$ cat config.mk
export PLATFORM = sky130hd
export DESIGN_NAME = if_icache
export DESIGN_NICKNAME = d
export VERILOG_FILES = /design/src/rtl/if_icache.sv
export SDC_FILE = /design/constraint.sdc
export NUM_CORES = 2
export LEC_CHECK = 0
export ABC_AREA = 1
export CAP_MARGIN = 20
export CORE_MARGIN = 2
export CORE_UTILIZATION = 40
export DETAILED_ROUTE_END_ITERATION = 10
export PLACE_DENSITY = 0.63
export SLEW_MARGIN = 20
export SYNTH_ARGS = -nofsm -noshare
export SYNTH_HDL_FRONTEND = slang
export SYNTH_SLANG_ARGS = --single-unit
$ cat constraint.sdc
create_clock -name clk -period 4.6 [get_ports clk]
set_input_delay 0.92 -clock clk [delete_from_list [all_inputs] [get_ports clk]]
set_output_delay 0.92 -clock clk [all_outputs]
set_load 0.01 [all_outputs]
$ cat src/rtl/if_icache.sv
`timescale 1ns/1ps
`default_nettype none
// ============================================================================
// Module   : if_icache
// Purpose  : Instruction-fetch stage with a direct-mapped, one-word-per-line
//            instruction cache. Misses are refilled one byte per handshake
//            from a byte-wide instruction memory port. A watchdog aborts a
//            refill whose memory stops answering.
// Options  : ICACHE_STATS_EN - adds hit_cnt / miss_cnt statistic outputs.
// Revision : 1.0 - initial release
// ============================================================================
module if_icache #(
  parameter int INDEX_W     = 6,
  parameter int MEM_LAT_MAX = 255
) (
  input  logic        clk,
  input  logic        rst,
  input  logic        ce,
  input  logic [31:0] pc,
  input  logic        flush,
  input  logic        fence_i,
  input  logic        stall,
  output logic        hit,
  output logic        ifing,
  output logic [31:0] inst,
  output logic [31:0] inst_addr,
  output logic        inst_valid,
  output logic        mem_req,
  output logic [31:0] mem_addr,
  input  logic [7:0]  mem_data,
  input  logic        mem_ready,
`ifdef ICACHE_STATS_EN
  output logic [31:0] hit_cnt,
  output logic [31:0] miss_cnt,
`endif
  output logic        mem_timeout
);

  localparam int         C_LINES    = 1 << INDEX_W;
  localparam int         C_TAG_W    = 30 - INDEX_W;
  // Watchdog compares the count of ready-less REQ cycles already spent.
  localparam logic [7:0] C_WD_LIMIT = 8'(MEM_LAT_MAX - 1);

  typedef enum logic [1:0] {
    S_IDLE = 2'd0,
    S_REQ  = 2'd1,
    S_FILL = 2'd2
  } state_t;

  // Cache storage: valid bits are reset, tag/data are plain storage.
  logic [C_LINES-1:0] valid_q, valid_d;
  logic [C_TAG_W-1:0] tag_mem  [C_LINES];
  logic [31:0]        data_mem [C_LINES];

  // Control and datapath registers
  state_t      state_q, state_d;
  logic [31:0] base_q, base_d;
  logic [1:0]  cnt_q, cnt_d;
  logic [7:0]  wd_q, wd_d;
  logic [31:0] word_q, word_d;
  logic        ifing_q, ifing_d;
  logic [31:0] inst_q, inst_d;
  logic [31:0] inst_addr_q, inst_addr_d;
  logic        inst_valid_q, inst_valid_d;
  logic        mem_req_q, mem_req_d;
  logic [31:0] mem_addr_q, mem_addr_d;
  logic        timeout_q, timeout_d;

  // Lookup address split; pc[1:0] does not take part in the lookup.
  logic [INDEX_W-1:0] w_idx;
  logic [C_TAG_W-1:0] w_tag;
  logic [INDEX_W-1:0] w_fill_idx;
  logic [C_TAG_W-1:0] w_fill_tag;
  logic               w_start;
  logic               w_line_we;
  logic               w_unused;

  assign w_idx      = pc[INDEX_W+1:2];
  assign w_tag      = pc[31:INDEX_W+2];
  assign w_fill_idx = base_q[INDEX_W+1:2];
  assign w_fill_tag = base_q[31:INDEX_W+2];
  assign w_unused   = &{1'b0, pc[1:0]};

  // Hit is combinational so the PC register can advance in the same cycle.
  assign hit = ce & (state_q == S_IDLE) & valid_q[w_idx] &
               (tag_mem[w_idx] == w_tag) & ~fence_i;

  // A refill starts on an enabled miss that is not being redirected or fenced.
  assign w_start = (state_q == S_IDLE) & ce & ~hit & ~flush & ~fence_i;

  // A line is written on the FILL cycle unless a flush discards the refill.
  assign w_line_we = (state_q == S_FILL) & ~flush;

  // Next-state and output computation for the fetch/refill controller.
  always_comb begin
    state_d      = state_q;
    base_d       = base_q;
    cnt_d        = cnt_q;
    wd_d         = wd_q;
    word_d       = word_q;
    ifing_d      = ifing_q;
    inst_d       = inst_q;
    inst_addr_d  = inst_addr_q;
    inst_valid_d = stall ? inst_valid_q : 1'b0;
    mem_req_d    = mem_req_q;
    mem_addr_d   = mem_addr_q;
    timeout_d    = timeout_q;

    if (flush) begin
      // Redirect beats everything: drop output, abandon any partial refill.
      state_d      = S_IDLE;
      ifing_d      = 1'b0;
      mem_req_d    = 1'b0;
      inst_valid_d = 1'b0;
      cnt_d        = 2'd0;
      wd_d         = 8'd0;
    end else begin
      case (state_q)
        S_IDLE: begin
          if (hit && !stall) begin
            inst_d       = data_mem[w_idx];
            inst_addr_d  = {pc[31:2], 2'b00};
            inst_valid_d = 1'b1;
          end else if (w_start) begin
            base_d     = {pc[31:2], 2'b00};
            cnt_d      = 2'd0;
            wd_d       = 8'd0;
            state_d    = S_REQ;
            ifing_d    = 1'b1;
            mem_req_d  = 1'b1;
            mem_addr_d = {pc[31:2], 2'b00};
          end
        end

        S_REQ: begin
          if (fence_i) begin
            // Invalidation during a refill abandons it like a redirect.
            state_d      = S_IDLE;
            ifing_d      = 1'b0;
            mem_req_d    = 1'b0;
            inst_valid_d = 1'b0;
            cnt_d        = 2'd0;
            wd_d         = 8'd0;
          end else if (mem_ready) begin
            word_d[{cnt_q, 3'b000} +: 8] = mem_data;
            wd_d = 8'd0;
            if (cnt_q == 2'd3) begin
              state_d   = S_FILL;
              mem_req_d = 1'b0;
              cnt_d     = 2'd0;
            end else begin
              cnt_d      = cnt_q + 2'd1;
              mem_addr_d = {base_q[31:2], cnt_q + 2'd1};
            end
          end else if (wd_q == C_WD_LIMIT) begin
            // Memory stopped answering: flag it and give up on this line.
            timeout_d = 1'b1;
            state_d   = S_IDLE;
            ifing_d   = 1'b0;
            mem_req_d = 1'b0;
            cnt_d     = 2'd0;
            wd_d      = 8'd0;
          end else begin
            wd_d = wd_q + 8'd1;
          end
        end

        S_FILL: begin
          if (!stall) begin
            inst_d       = word_q;
            inst_addr_d  = base_q;
            inst_valid_d = 1'b1;
          end
          ifing_d = 1'b0;
          state_d = S_IDLE;
        end

        default: begin
          state_d = S_IDLE;
        end
      endcase
    end
  end

  // Valid bits: a fence wipes every line, and wins over a same-cycle fill.
  always_comb begin
    valid_d = valid_q;
    if (fence_i) begin
      valid_d = '0;
    end else if (w_line_we) begin
      valid_d[w_fill_idx] = 1'b1;
    end
  end

  // Register the controller state, outputs and valid bits.
  always_ff @(posedge clk) begin
    if (rst) begin
      state_q      <= S_IDLE;
      base_q       <= 32'd0;
      cnt_q        <= 2'd0;
      wd_q         <= 8'd0;
      word_q       <= 32'd0;
      ifing_q      <= 1'b0;
      inst_q       <= 32'd0;
      inst_addr_q  <= 32'd0;
      inst_valid_q <= 1'b0;
      mem_req_q    <= 1'b0;
      mem_addr_q   <= 32'd0;
      timeout_q    <= 1'b0;
      valid_q      <= '0;
    end else begin
      state_q      <= state_d;
      base_q       <= base_d;
      cnt_q        <= cnt_d;
      wd_q         <= wd_d;
      word_q       <= word_d;
      ifing_q      <= ifing_d;
      inst_q       <= inst_d;
      inst_addr_q  <= inst_addr_d;
      inst_valid_q <= inst_valid_d;
      mem_req_q    <= mem_req_d;
      mem_addr_q   <= mem_addr_d;
      timeout_q    <= timeout_d;
      valid_q      <= valid_d;
    end
  end

  // Tag/data array write on a completed refill.
  always_ff @(posedge clk) begin
    if (w_line_we) begin
      tag_mem[w_fill_idx]  <= w_fill_tag;
      data_mem[w_fill_idx] <= word_q;
    end
  end

  assign ifing       = ifing_q;
  assign inst        = inst_q;
  assign inst_addr   = inst_addr_q;
  assign inst_valid  = inst_valid_q;
  assign mem_req     = mem_req_q;
  assign mem_addr    = mem_addr_q;
  assign mem_timeout = timeout_q;

`ifdef ICACHE_STATS_EN
  logic [31:0] hit_cnt_q, hit_cnt_d;
  logic [31:0] miss_cnt_q, miss_cnt_d;

  // Statistic counters: delivered hits and refill starts, free-running wrap.
  always_comb begin
    hit_cnt_d  = hit_cnt_q;
    miss_cnt_d = miss_cnt_q;
    if (hit && !stall) begin
      hit_cnt_d = hit_cnt_q + 32'd1;
    end
    if (w_start) begin
      miss_cnt_d = miss_cnt_q + 32'd1;
    end
  end

  // Register the statistic counters.
  always_ff @(posedge clk) begin
    if (rst) begin
      hit_cnt_q  <= 32'd0;
      miss_cnt_q <= 32'd0;
    end else begin
      hit_cnt_q  <= hit_cnt_d;
      miss_cnt_q <= miss_cnt_d;
    end
  end

  assign hit_cnt  = hit_cnt_q;
  assign miss_cnt = miss_cnt_q;
`endif

endmodule
`default_nettype wire

==> summary.md <==
| Metric | Value |
|---|---|
| Yosys cell types | `53` |
| Clk slew on worst S/H paths | `0.06 ns` |
| DRC errors left | `0` |
| Via density | `5.91` |
| Global-route wire length before repair | `724000 um` |
| Final nets | `12900` |
| H-tree levels | `5` |
| Worst-margin pin slew | `approximately 1.4 ns` |
| GRT overflow | `0` |
| Layout cells sized above 1 | `between 10% and 20%` |
| Static leakage | `between 50 and 60 nW` |
| Overall Global Routing Usage | `between 20% and 30%` |
| Mapped Cells | `12400` |
| Max Cap Viol | `0` |
| CP max-delay cell | `buf_6` |
| Cell Count Post-Placement | `17400` |
| DP Wirelength | `between 200000 and 300000 um` |
| GPL Wtd Cong | `0.868` |
| Sequential element share of the synthesized area | `between 70 and 80%` |
| Total CTS buffers | `~380` |
| Clk buf depth | `4` |
| Clock skew | `0.0595 ns` |
| Post-DR wirelength/cell | `between 20 and 30 um` |
| WL final | `516000 um` |
| P&R area growth vs syn | `16.9%` |
| CP required | `between 3 and 4 ns` |
| Die Height | `roughly 620 um` |
| Startpoint Class | `input pin` |
| CP bufs+invs | `7` |
| CTS tree | `built` |
| DP Area | `165000 um^2` |
| Mapped Area | `between 150000 and 200000 um^2` |
| Most frequent cells in the layout | `3584 x edfxtp_1, 2076 x nand2_1, 1674 x nand3_1` |
| Hold Slack | `0.458 ns` |
| Slew headroom | `7.15%` |
| Number of synthesized flops with an enable pin | `3584` |
| CTS sink cnt | `roughly 3800` |
| Cell Pwr Density | `between 400 and 500 nW/um^2` |
| Period minus WS final | `4.52 ns` |
| Die width | `between 600 and 700 um` |
| Setup Viol. Count Final | `0` |
| FP Rows | `226` |
| Initial DRC count | `17000` |
| Ys Warns | `0` |
| Most common cell after layout, fill and taps aside | `edfxtp_1` |
| Core Area | `378000 um^2` |
| Port Buf Inserts | `between 100 and 150` |
| Final Cycle Share | `98.2%` |
| Kind of critical path | `input pin to output port` |
| CP Capture Type | `output port` |
| Ys async rst share | `0%` |
| Clk root buf | `clkbuf_16` |
| Initial DRT Pass Iterations | `8` |
| Final slew viol count | `0` |
| Most common flop cell mapped by yosys | `edfxtp_1` |
| Hold bufs inserted after CTS | `0` |
| Post-Layout Cell Count | `between 15000 and 20000` |
| Worst path max stage delay | `0.20 ns` |
| Worst VDD drop | `roughly 0.32 mV` |
| CP arrival | `around 3.6 ns` |
| Fin. Hold Viols | `0` |
| Die ar. | `around 380000 um^2` |
| Max FO, Critical Path | `19` |
| # IOs | `148` |
| Hold crit path type | `flop to flop` |
| Synth Area per Inst | `about 12 um^2` |
| Crit-path cells | `buf_8 -> clkinv_16 -> buf_16 -> buf_6 -> nand3_1 -> nand3_1 -> nand2_1 -> nand2_1 -> nand3_1 -> nand2_1 -> nand2_1 -> nand2_1 -> nor2_1 -> buf_4 -> nand3_1 -> nor2_2 -> nand3_4 -> nor2_4 -> buf_12 -> clkbuf_2` |
| Vias in the first global route | `just under 100k` |
| Status | `finished, final reports clean` |
| Via Count | `around 110k` |
| Final instance area | `between 150000 and 200000 um^2` |
| Number of synthesized register bits | `~3800` |
| Largest net degree at the start of global routing | `161` |
| Antenna violations before repair | `19` |
| Most used cell, CP | `nand2_1` |
| Cell family with most CP delay | `simple AND/OR/NAND/NOR gates` |
| Antenna Nets Post-Route | `0` |
| Starting density of the core | `~40%` |
| Clock Latency Late Sink | `just over 0.9 ns` |
| Max frequency | `roughly 0.22 GHz` |
==> final cells by class <==
class / count / area [um^2]
clock inverters: 190 / 1620
multi-input cells: 7614 / 35500
diodes: 8 / 20.0
repair buffers: 913 / 10900
repair inverters: 2 / 20.0
inverters: 103 / 462
clock buffers: 491 / 10200
fillers: 33200 / 201000
flip-flops and latches: 3820 / 112000
well taps: 5016 / 6280
==> per-layer routing <==
| layer | track usage, % | wire length (um) | vias up |
|---|---|---|---|
| met3 | 4.47 | 57700 | 1317 |
| li1 | - | - | 46000 |
| met5 | 0 | 8 | - |
| met1 | 35.4 | 196000 | 53100 |
| met2 | 40.6 | 233000 | 6886 |
| met4 | 13.1 | 29300 | 2 |
==> worst register-to-register path, stage by stage (launching register included) <==
cell and delay (ns):
dfxtp_1 0.35, inv_1 0.13, ha_1 0.34, nand2_1 0.12
nor2_1 0.10, buf_4 0.17, nand2_1 0.06, nor2_1 0.13
buf_4 0.19, nand3_1 0.10, nor2_2 0.16, nand3_4 0.19
nor2_4 0.19, buf_12 0.12, nand2_1 0.11, nand2_4 0.24
buf_4 0.25, nand3_1 0.48, a21oi_1 0.31
==> per-stage QoR <==
step / setup WS (ns) / util (%) / TNS (ns) / power [mW]
final: 0.0816 / 46.9 / 0 / 72.1
after global routing: -0.00445 / 46.9 / -0.00445 / 73.8
after CTS: 0.000179 / 46.8 / 0 / 72.1
after detailed placement: -0.666 / 43.5 / -30.03 / 42.5
after global placement: -0.678 / 43.5 / -31.17 / 42.5
after floorplan: 0.227 / - / 0 / 40.8
==> synth_stat cells (2+ instances only) <==
| cell type | count | area (um^2) |
|---|---|---|
| nand3_2 | 2 | 20.0 |
| a221oi_1 | 2 | 17.5 |
| clkinv_1 | 3 | 11.3 |
| o21ba_2 | 9 | 90.1 |
| o21ai_0 | 1357 | 6790 |
| clkbuf_1 | 423 | 1590 |
| a31oi_1 | 15 | 93.8 |
| nand2_1 | 2082 | 7820 |
| ha_1 | 12 | 150 |
| nor2_1 | 1533 | 5750 |
| or3_1 | 22 | 138 |
| or2_2 | 2 | 12.5 |
| nor3_1 | 15 | 75.1 |
| a22oi_1 | 2 | 15.0 |
| buf_2 | 341 | 1710 |
| buf_4 | 73 | 548 |
| a32o_1 | 4 | 40.0 |
| nand3_1 | 1677 | 8390 |
| inv_2 | 4 | 15.0 |
| a21oi_1 | 194 | 971 |
| edfxtp_1 | 3584 | 108000 |
| dfxtp_1 | 236 | 4720 |
| o21ai_1 | 18 | 90.1 |
| nand4_1 | 5 | 31.3 |
| nor4_1 | 2 | 12.5 |
| or4_1 | 8 | 60.1 |
| o311ai_0 | 5 | 43.8 |
| o21a_1 | 9 | 67.6 |
| o22ai_1 | 540 | 3380 |
| buf_1 | 35 | 131 |
| o32ai_1 | 22 | 193 |
| inv_1 | 95 | 357 |
| o211ai_1 | 3 | 22.5 |
| buf_6 | 7 | 78.8 |
| xor2_1 | 4 | 35.0 |
| o221ai_1 | 53 | 464 |
==> state kept, by name, summed over array words and instances, names as in the netlist, 8 cells and up <==
register,count
inst_addr,30
inst,32
word_q,32
wd_q,8
valid_q,64
data_mem,2048
base_q,30
mem_addr,32
tag_mem,1536
==> report_power, final <==
group | internal [mW] | total [mW] | leakage, nW | switching [mW]
clock network | 17.0 | 30.2 | 5.79 | 13.2
registers | 37.7 | 37.8 | 35.0 | 0.102
logic | 1.38 | 4.17 | 19.1 | 2.80
==> path summary, 6_finish.rpt <==
path / slack (ns) / endpoint / cells past startpoint / start
hold reg to reg: 0.46 / inst_addr[26]$_SDFFE_PP0P_ / 2 / inst_addr[26]$_SDFFE_PP0P_
hold / removal: 0.46 / inst_addr[26]$_SDFFE_PP0P_ / 2 / inst_addr[26]$_SDFFE_PP0P_
setup / recovery: 0.08 / hit / 20 / pc[3]
setup reg to reg: 0.78 / inst_addr[18]$_SDFFE_PP0P_ / 18 / state_q[0]$_SDFFE_PP0P_
==> kinds of logic (layout without fill, tap and decap cells) <==
family / Yosys count / after routing / share of synthesized area (%)
compound gates: 2244 / 2244 / 8.16
simple gates: 5351 / 5351 / 14.7
xor+xnor: 5 / 5 / 0.0289
buf+inv: 982 / 1699 / 2.93
fa+ha+maj: 12 / 12 / 0.0990
flops: 3820 / 3820 / 74.1
other cells: 1 / 10 / 0.00247
==> repair_timing <==
item | CTS | global route
gates resized for setup | 27 | 14
pin swaps | 3 | 4
cloned | 10 | 4
endpoints found under the setup margin | 1 | 1
buffers inserted | 1 | 14
Power figures use the tool's default switching activity.
